[src/rtl/fpu_issue_queue.sv]
`default_nettype none
// ============================================================================
// Module   : fpu_issue_queue
// Purpose  : Command FIFO in front of a single-issue FPU. Commands are
//            launched one at a time in push order; each result (or a timeout
//            marker) is returned with the tag of the command that produced it.
// Ports    : clk            - clock, all state updates on the rising edge
//            rst_n          - asynchronous active-low reset
//            i_cmd_*        - command push channel {opcode,a,b,tag}
//            o_cmd_ready    - FIFO has room (count < DEPTH)
//            o_fpu_start    - one-cycle launch pulse
//            o_fpu_opcode/a/b - operands of the launched command
//            i_fpu_z/error  - FPU result; i_fpu_done high means FPU idle
//            o_rsp_*        - response channel, held until i_rsp_ready
//            o_count        - FIFO occupancy (includes the in-flight command)
// Revision : 1.0 - initial release
// ============================================================================
module fpu_issue_queue #(
    parameter int DEPTH   = 4,
    parameter int TIMEOUT = 255
) (
    input  logic                     clk,
    input  logic                     rst_n,
    input  logic                     i_cmd_valid,
    output logic                     o_cmd_ready,
    input  logic [1:0]               i_cmd_opcode,
    input  logic [31:0]              i_cmd_a,
    input  logic [31:0]              i_cmd_b,
    input  logic [3:0]               i_cmd_tag,
    output logic                     o_fpu_start,
    output logic [1:0]               o_fpu_opcode,
    output logic [31:0]              o_fpu_a,
    output logic [31:0]              o_fpu_b,
    input  logic [31:0]              i_fpu_z,
    input  logic [2:0]               i_fpu_error,
    input  logic                     i_fpu_done,
    output logic                     o_rsp_valid,
    input  logic                     i_rsp_ready,
    output logic [31:0]              o_rsp_z,
    output logic [2:0]               o_rsp_error,
    output logic [3:0]               o_rsp_tag,
    output logic                     o_rsp_timeout,
    output logic [$clog2(DEPTH):0]   o_count
);

    localparam int c_AW = $clog2(DEPTH);
    localparam int c_WW = $clog2(TIMEOUT + 1);
    localparam int c_EW = 2 + 32 + 32 + 4;

    localparam logic [c_AW:0]   c_CNT_FULL = (c_AW + 1)'(DEPTH);
    localparam logic [c_AW:0]   c_CNT_ONE  = (c_AW + 1)'(1);
    localparam logic [c_AW-1:0] c_PTR_ONE  = c_AW'(1);
    localparam logic [c_WW-1:0] c_WAIT_ONE = c_WW'(1);
    // Last wait cycle: the counter holds cycles already spent waiting.
    localparam logic [c_WW-1:0] c_WAIT_LAST = c_WW'(TIMEOUT - 1);

    typedef enum logic [2:0] {
        S_IDLE      = 3'd0,
        S_LAUNCH    = 3'd1,
        S_WAIT_BUSY = 3'd2,
        S_WAIT_DONE = 3'd3,
        S_RESP      = 3'd4
    } t_state;

    t_state            r_state;
    t_state            w_state_nxt;
    logic [c_EW-1:0]   r_mem [DEPTH];
    logic [c_AW-1:0]   r_wr_ptr;
    logic [c_AW-1:0]   r_rd_ptr;
    logic [c_AW:0]     r_count;
    logic [c_WW-1:0]   r_wait;
    logic [3:0]        r_tag;
    logic [1:0]        r_fpu_opcode;
    logic [31:0]       r_fpu_a;
    logic [31:0]       r_fpu_b;
    logic [31:0]       r_rsp_z;
    logic [2:0]        r_rsp_error;
    logic              r_rsp_timeout;

    logic              w_push;
    logic              w_pop;
    logic              w_launch;
    logic              w_tmo;
    logic [c_EW-1:0]   w_head;

    assign o_cmd_ready   = (r_count != c_CNT_FULL);
    assign w_push        = i_cmd_valid && o_cmd_ready;
    assign w_head        = r_mem[r_rd_ptr];

    assign o_fpu_start   = (r_state == S_LAUNCH);
    assign o_rsp_valid   = (r_state == S_RESP);
    assign o_fpu_opcode  = r_fpu_opcode;
    assign o_fpu_a       = r_fpu_a;
    assign o_fpu_b       = r_fpu_b;
    assign o_rsp_z       = r_rsp_z;
    assign o_rsp_error   = r_rsp_error;
    assign o_rsp_tag     = r_tag;
    assign o_rsp_timeout = r_rsp_timeout;
    assign o_count       = r_count;

    // The head stays in the FIFO while in flight and is popped only when the
    // response is captured, so a full queue counts the launched command too.
    always_comb begin
        w_state_nxt = r_state;
        w_launch    = 1'b0;
        w_pop       = 1'b0;
        w_tmo       = 1'b0;
        unique case (r_state)
            S_IDLE: begin
                if ((r_count != '0) && i_fpu_done) begin
                    w_state_nxt = S_LAUNCH;
                    w_launch    = 1'b1;
                end
            end
            S_LAUNCH: begin
                w_state_nxt = S_WAIT_BUSY;
            end
            S_WAIT_BUSY: begin
                if (r_wait == c_WAIT_LAST) begin
                    w_state_nxt = S_RESP;
                    w_pop       = 1'b1;
                    w_tmo       = 1'b1;
                end else if (!i_fpu_done) begin
                    w_state_nxt = S_WAIT_DONE;
                end
            end
            S_WAIT_DONE: begin
                // A real completion on the final wait cycle beats the timeout.
                if (i_fpu_done) begin
                    w_state_nxt = S_RESP;
                    w_pop       = 1'b1;
                end else if (r_wait == c_WAIT_LAST) begin
                    w_state_nxt = S_RESP;
                    w_pop       = 1'b1;
                    w_tmo       = 1'b1;
                end
            end
            S_RESP: begin
                if (i_rsp_ready) begin
                    w_state_nxt = S_IDLE;
                end
            end
            default: begin
                w_state_nxt = S_IDLE;
            end
        endcase
    end

    always_ff @(posedge clk) begin
        if (w_push) begin
            r_mem[r_wr_ptr] <= {i_cmd_opcode, i_cmd_a, i_cmd_b, i_cmd_tag};
        end
    end

    always_ff @(posedge clk or negedge rst_n) begin
        if (!rst_n) begin
            r_state       <= S_IDLE;
            r_wr_ptr      <= '0;
            r_rd_ptr      <= '0;
            r_count       <= '0;
            r_wait        <= '0;
            r_tag         <= '0;
            r_fpu_opcode  <= '0;
            r_fpu_a       <= '0;
            r_fpu_b       <= '0;
            r_rsp_z       <= '0;
            r_rsp_error   <= '0;
            r_rsp_timeout <= 1'b0;
        end else begin
            r_state <= w_state_nxt;

            if (w_push) begin
                r_wr_ptr <= r_wr_ptr + c_PTR_ONE;
            end
            if (w_pop) begin
                r_rd_ptr <= r_rd_ptr + c_PTR_ONE;
            end
            unique case ({w_push, w_pop})
                2'b10:   r_count <= r_count + c_CNT_ONE;
                2'b01:   r_count <= r_count - c_CNT_ONE;
                default: r_count <= r_count;
            endcase

            if (r_state == S_LAUNCH) begin
                r_wait <= '0;
            end else if ((r_state == S_WAIT_BUSY) || (r_state == S_WAIT_DONE)) begin
                r_wait <= r_wait + c_WAIT_ONE;
            end

            if (w_launch) begin
                {r_fpu_opcode, r_fpu_a, r_fpu_b, r_tag} <= w_head;
            end

            if (w_pop) begin
                r_rsp_z       <= w_tmo ? 32'd0 : i_fpu_z;
                r_rsp_error   <= w_tmo ? 3'd0  : i_fpu_error;
                r_rsp_timeout <= w_tmo;
            end
        end
    end

endmodule
`default_nettype wire

[config.mk]
export PLATFORM = sky130hd
export DESIGN_NAME = fpu_issue_queue
export DESIGN_NICKNAME = d
export VERILOG_FILES = /design/src/rtl/fpu_issue_queue.sv
export SDC_FILE = /design/constraint.sdc
export NUM_CORES = 1
export LEC_CHECK = 0
export ABC_AREA = 1
export CAP_MARGIN = 0
export CELL_PAD_IN_SITES_DETAIL_PLACEMENT = 2
export CELL_PAD_IN_SITES_GLOBAL_PLACEMENT = 2
export CORE_MARGIN = 2
export CORE_UTILIZATION = 33
export CTS_CLUSTER_DIAMETER = 120
export DETAILED_ROUTE_END_ITERATION = 8
export PLACE_DENSITY = 0.79
export SYNTH_ARGS = -nofsm -noshare
export SYNTH_HDL_FRONTEND = slang
export SYNTH_SLANG_ARGS = --single-unit
[constraint.sdc]
create_clock -name clk -period 4 [get_ports clk]
set_input_delay 0.6 -clock clk [delete_from_list [all_inputs] [get_ports clk]]
set_output_delay 0.6 -clock clk [all_outputs]
set_load 0.1 [all_outputs]
==> metrics.csv, run 1 <==
metric,value,unit
status,"finished, final reports clean",
initial antenna violation count,7,
wire length per cell,21.85,um
post-CTS setup buffer count,0,
YS warnings,0,
CTS tree,done,
vias in the first global route,12130,
worst-path fanout max,3,
Syn-to-layout area delta,28.35,%
element type at the critical path end,output port,
DR vias,10730,
MaxCap Viol Count,0,
TritonCTS Buffers,46,
Crit Path Class,reg -> out,
minimum clock period,2.930,ns
Post-synth top cells,"nor2_1, edfxtp_1, o21ai_0",
Final nets,1599,
CTS root buffer,clkbuf_16,
Required @ worst endpoint,3.40,ns
initial drt markers,618,
DRT Pass-1 Iters,4,
Post-Synthesis Cells,1266,
"Arr. time, crit path",2.33,ns
biggest area consumer among synthesized cells,edfxtp_1,
max_slew headroom,22.43,%
Synth area leaders,"edfxtp_1, dfrtp_1, nor2_1",
Final HPWL DP,27950,um
final critical-path share of the clock period,73.26,%
Worst R2R Path Depth,7,
Max Freq,341.2,MHz
Post-synth EDFFs,280,
#FFs+latches synth,404,
"Top FF cell, synth",edfxtp_1,
Hold WC Path Type,in -> async,
Cell variety after synth,26,
Mapped Nets,1384,
Async SR Flop Fraction,30.69,%
DR DRC count,0,
clock sink count,404,
r2r setup slk,1.52,ns
CTS max path bufs,3,
Initial Utilization,33.30,%
RR Startpoint,r_state[0]$_DFFE_PN0P_,
first-pass GRT wire length,70900,um
top-count cell post-synth,nor2_1,
DIE HEIGHT,220.5,um
number of cell rows,79,
CP startpoint kind,flop,
hold_buf cts,0,
reg-to-reg critical path endpoint,o_fpu_b[2]$_DFFE_PN0P_,
Placer Congestion,0.7574,
IO buf count,221,
Die Wd,220.5,um
final slew viol count,0,
routed wire length,46490,um
total negative slack,0,ns
Final setup viols,0,
Worst-Skew Late Latency,0.58,ns
total grt overflow,0,
sequential fraction of the synthesis area,74.41,%
RSZ-0062 raised after global routing,false,
Die ar.,48630,um2
average size of a mapped cell,12.22,um2
CTS-repair resized insts,0,
post-synth top area share,54.35,%
Slew @ Worst Pin,1.160,ns
final hold vios,0,
layout cells sized above 1,8.037,%
Synth Cell Area,15470,um2
"CTS clk-pin slew, worst paths",0.06,ns
routed vias/inst,5.040,
# IOs,222,
CTS H-Tree Depth,2,
Detail Route Antenna Nets,0,
core box area,46460,um2
clk_skew,0.01857,ns
largest net degree at the start of global routing,72,
GRT Overall Usage,19.22,%
## critical path, stage by stage, from the launching register on
cell             delay (ns)
dfrtp_1                0.38
inv_1                  0.11
nand3_2                0.09
clkdlybuf4s50_1        1.17
## registers in the layout, summed over array words and instances (netlist names)
register and count:
r_mem 280, o_fpu_a 32, o_fpu_b 32, o_rsp_z 32
r_wait 8, o_rsp_tag 4, o_count 3, o_rsp_error 3
r_state 3, o_fpu_opcode 2, r_rd_ptr 2, r_wr_ptr 2
o_rsp_timeout 1
## routing by layer
layer | track usage (%) | part of all wire [%] | vias up
li1 | - | - | 4860
met1 | 22.51 | 41 | 5553
met2 | 35.06 | 52 | 234
met3 | 4.165 | 5.3 | 75
met4 | 6.000 | 2.3 | 4
met5 | 0 | 0.052 | -
## cell families (layout without fill, tap and decap cells)
group	count (synthesis)	in the layout	share of synthesized area [%]
and+or+nand+nor	517	517	13.56
muxes	1	1	0.06471
other	0	3	0
adders and majority gates	8	8	0.6955
xor gates and xnor gates	4	4	0.2265
AOI/OAI and AO/OA	228	228	7.967
buffers and inverters	104	356	3.073
DFF	404	404	74.41
## cell usage in the layout, fill, tap and decap left out, drive strengths merged
cell             n
ha               7
xnor2            1
fa               1
edfxtp         280
o211ai           1
diode            3
inv             27
o21ai          153
clkdlybuf4s50  218
clkinvlp         2
mux2i            1
nor2           367
nand2          102
dfrtp          124
a21oi            3
clkinv          13
clkbuf          68
a31oi           71
xor2             3
nand4           36
buf             26
nand3           11
nor3             1
bufinv           2
## final cells by class
class                           count  area [um2]
Fill cell                        4606       26600
Sequential cell                   404       11520
Multi-Input combinational cell    758        3523
Timing Repair Buffer              244        2469
Clock buffer                       68        1314
Tap cell                          607       759.5
Clock inverter                     17       158.9
Inverter                           27       105.1
Antenna cell                        3       7.507
## per-stage QoR
| step | std cells | hold slack (ns) | util [%] | area (um2) | setup slack (ns) |
|---|---|---|---|---|---|
| final | 2128 | 0.04246 | 42.74 | 19860 | 1.070 |
| after global routing | 2125 | 0.08104 | 42.72 | 19850 | 0.9651 |
| after CTS | 2125 | 0.07094 | 42.72 | 19850 | 1.017 |
| after detailed placement | 2040 | 0.4623 | 39.55 | 18380 | 1.207 |
| after global placement | 2040 | 0.4527 | 39.55 | 18380 | 1.232 |
| after floorplan | 1266 | 0.3044 | - | 15500 | 0.3556 |
## worst max path at each step
stage | cells after the start | slack, ns | startpoint | endpoint
finish | 3 | 1.07 | o_count[0]$_DFFE_PN0P_ | o_cmd_ready
global route | 3 | 0.97 | o_count[0]$_DFFE_PN0P_ | o_cmd_ready
CTS | 3 | 1.02 | o_count[0]$_DFFE_PN0P_ | o_cmd_ready
detailed placement | 6 | 1.21 | i_fpu_done | o_fpu_a[12]$_DFFE_PN0P_
global placement | 11 | 1.23 | i_fpu_done | o_count[2]$_DFFE_PN0P_
floorplan | 4 | 0.36 | o_count[0]$_DFFE_PN0P_ | r_mem[0][0]$_DFFE_PP_
Power of run 1 is left out: the tool's default activity adds up to more than one toggle a clock period on the data nets, which glitch-free logic cannot reach.
==> inputs of run 2 (changes only) <==
- CORE_UTILIZATION: 33 -> 36
- PLACE_DENSITY: 0.79 -> 0.81
- clock period: 4 -> 3 ns (I/O delays scaled with it)
==> run 2 against run 1 <==
Count of clock-buffer cells in the layout decreased by 7. Via count decreased by 0.68%. Clock skew increased by 0.0015 ns.
==> metrics.csv, run 2 (synthesis gave the netlist of run 1 again) <==
metric,value,unit
r2r setup slk,0.68,ns
CTS tree,done,
"Arr. time, crit path",2.75,ns
CP startpoint kind,flop,
IO buf count,221,
hold path cells,3,
final hold vios,0,
Die Wd,211.3,um
Final setup viols,0,
total grt overflow,0,
layout cells sized above 1,15.82,%
"CTS clk-pin slew, worst paths",0.06,ns
CTS max path bufs,3,
Worst-Skew Late Latency,0.57,ns
final instance area,19600,um2
number of cell rows,75,
total negative slack,0,ns
DRT Pass-1 Iters,4,
reg-to-reg critical path endpoint,o_count[2]$_DFFE_PN0P_,
routed vias/inst,5.176,
Initial Utilization,36.72,%
"most common cell after layout, fill and taps aside",nor2_1,
max_slew headroom,49.46,%
initial drt markers,623,
clk_skew,0.02006,ns
# IOs,222,
CTS H-Tree Depth,2,
Final nets,1600,
RR Startpoint,r_wait[0]$_DFFE_PN0P_,
Post-Route Utilization,46.51,%
MaxCap Viol Count,0,
clock sink count,404,
hold endpoint,o_rsp_z[20]$_DFFE_PN0P_,
first-pass GRT wire length,71330,um
TritonCTS Buffers,44,
RSZ-0062 raised after global routing,false,
element type at the critical path end,flop,
DP Area,18100,um2
Max Freq,431.4,MHz
minimum clock period,2.318,ns
largest register by flop count,r_mem,
most frequent cells in the layout,"nor2_1, edfxtp_1, o21ai_0",
final slew viol count,0,
Slew @ Worst Pin,0.7582,ns
Fin Hold WS,0.4546,ns
Detail Route Antenna Nets,0,
DIE HEIGHT,211.3,um
Required @ worst endpoint,3.43,ns
largest net degree at the start of global routing,85,
core box area,42130,um2
Largest register FFs,280,
Crit Path Class,reg -> reg,
vias in the first global route,12120,
Hold WC Path Type,in -> reg,
status,"finished, final reports clean",
worst-path fanout max,5,
CTS root buffer,clkbuf_16,
min-delay src,i_fpu_z[20],
Placer Congestion,0.7511,
initial antenna violation count,9,
Syn-to-layout area delta,26.67,%
Die ar.,44650,um2
GRT Overall Usage,21.15,%
final critical-path share of the clock period,77.27,%
DR vias,10650,
DR DRC count,0,
wire length per cell,22.73,um
Worst R2R Path Depth,14,
routed wire length,46780,um
Final HPWL DP,28010,um
==> run 2: repair_timing <==
item / in CTS / in global routing
hold buffers: 1 / 0
buffers inserted: 0 / 0
endpoints found under the hold margin: 67 / 0
resized for setup: 0 / 0
endpoints found under the setup margin: 0 / 0
==> run 2: through the flow <==
step	setup slack (ns)	instances
finish	0.6820	2058
global route	0.4542	2056
CTS	0.6466	2056
detailed placement	0.4546	1974
global placement	0.5681	1974
floorplan	0.1367	1266
==> run 2: worst max-delay path by stage <==
stage	from	slack [ns]	cells after the start	to
4_1_cts	r_wait[0]$_DFFE_PN0P_	0.65	14	o_count[2]$_DFFE_PN0P_
2_1_floorplan	o_count[0]$_DFFE_PN0P_	0.14	4	r_mem[0][0]$_DFFE_PP_
3_5_place_dp	i_fpu_done	0.45	7	o_fpu_b[26]$_DFFE_PN0P_
5_1_grt	r_wait[0]$_DFFE_PN0P_	0.45	14	o_count[2]$_DFFE_PN0P_
3_3_place_gp	i_fpu_done	0.57	11	o_count[2]$_DFFE_PN0P_
6_report	r_wait[0]$_DFFE_PN0P_	0.68	14	o_count[2]$_DFFE_PN0P_
==> run 2: worst max-delay path, stage by stage (launching register included) <==
cell,delay [ns]
dfrtp_1,0.42
inv_1,0.09
ha_1,0.14
inv_1,0.05
nor2_2,0.12
nand2_2,0.11
inv_2,0.08
nand2_2,0.06
nand2_4,0.10
ha_1,0.14
inv_1,0.07
fa_1,0.37
a21oi_1,0.15
o21ai_0,0.12
xor2_1,0.16
==> run 2: cell type report <==
| type | count | area [um2] |
|---|---|---|
| antenna | 2 | 5.005 |
| clock buffer | 61 | 1277 |
| clock inverter | 20 | 203.9 |
| fill | 4114 | 22540 |
| inverter | 27 | 105.1 |
| multi-input combinational | 758 | 3533 |
| sequential | 404 | 11530 |
| tap | 539 | 674.4 |
| timing repair buffer | 247 | 2268 |
==> run 2: per-layer routing <==
metal  part of all wire [%]  track usage (%)
met1                     41            24.85
met2                     51            37.99
met3                    5.9            5.415
met4                    2.1            6.362
met5                   0.20                0
Power of run 2 is left out for the same reason.
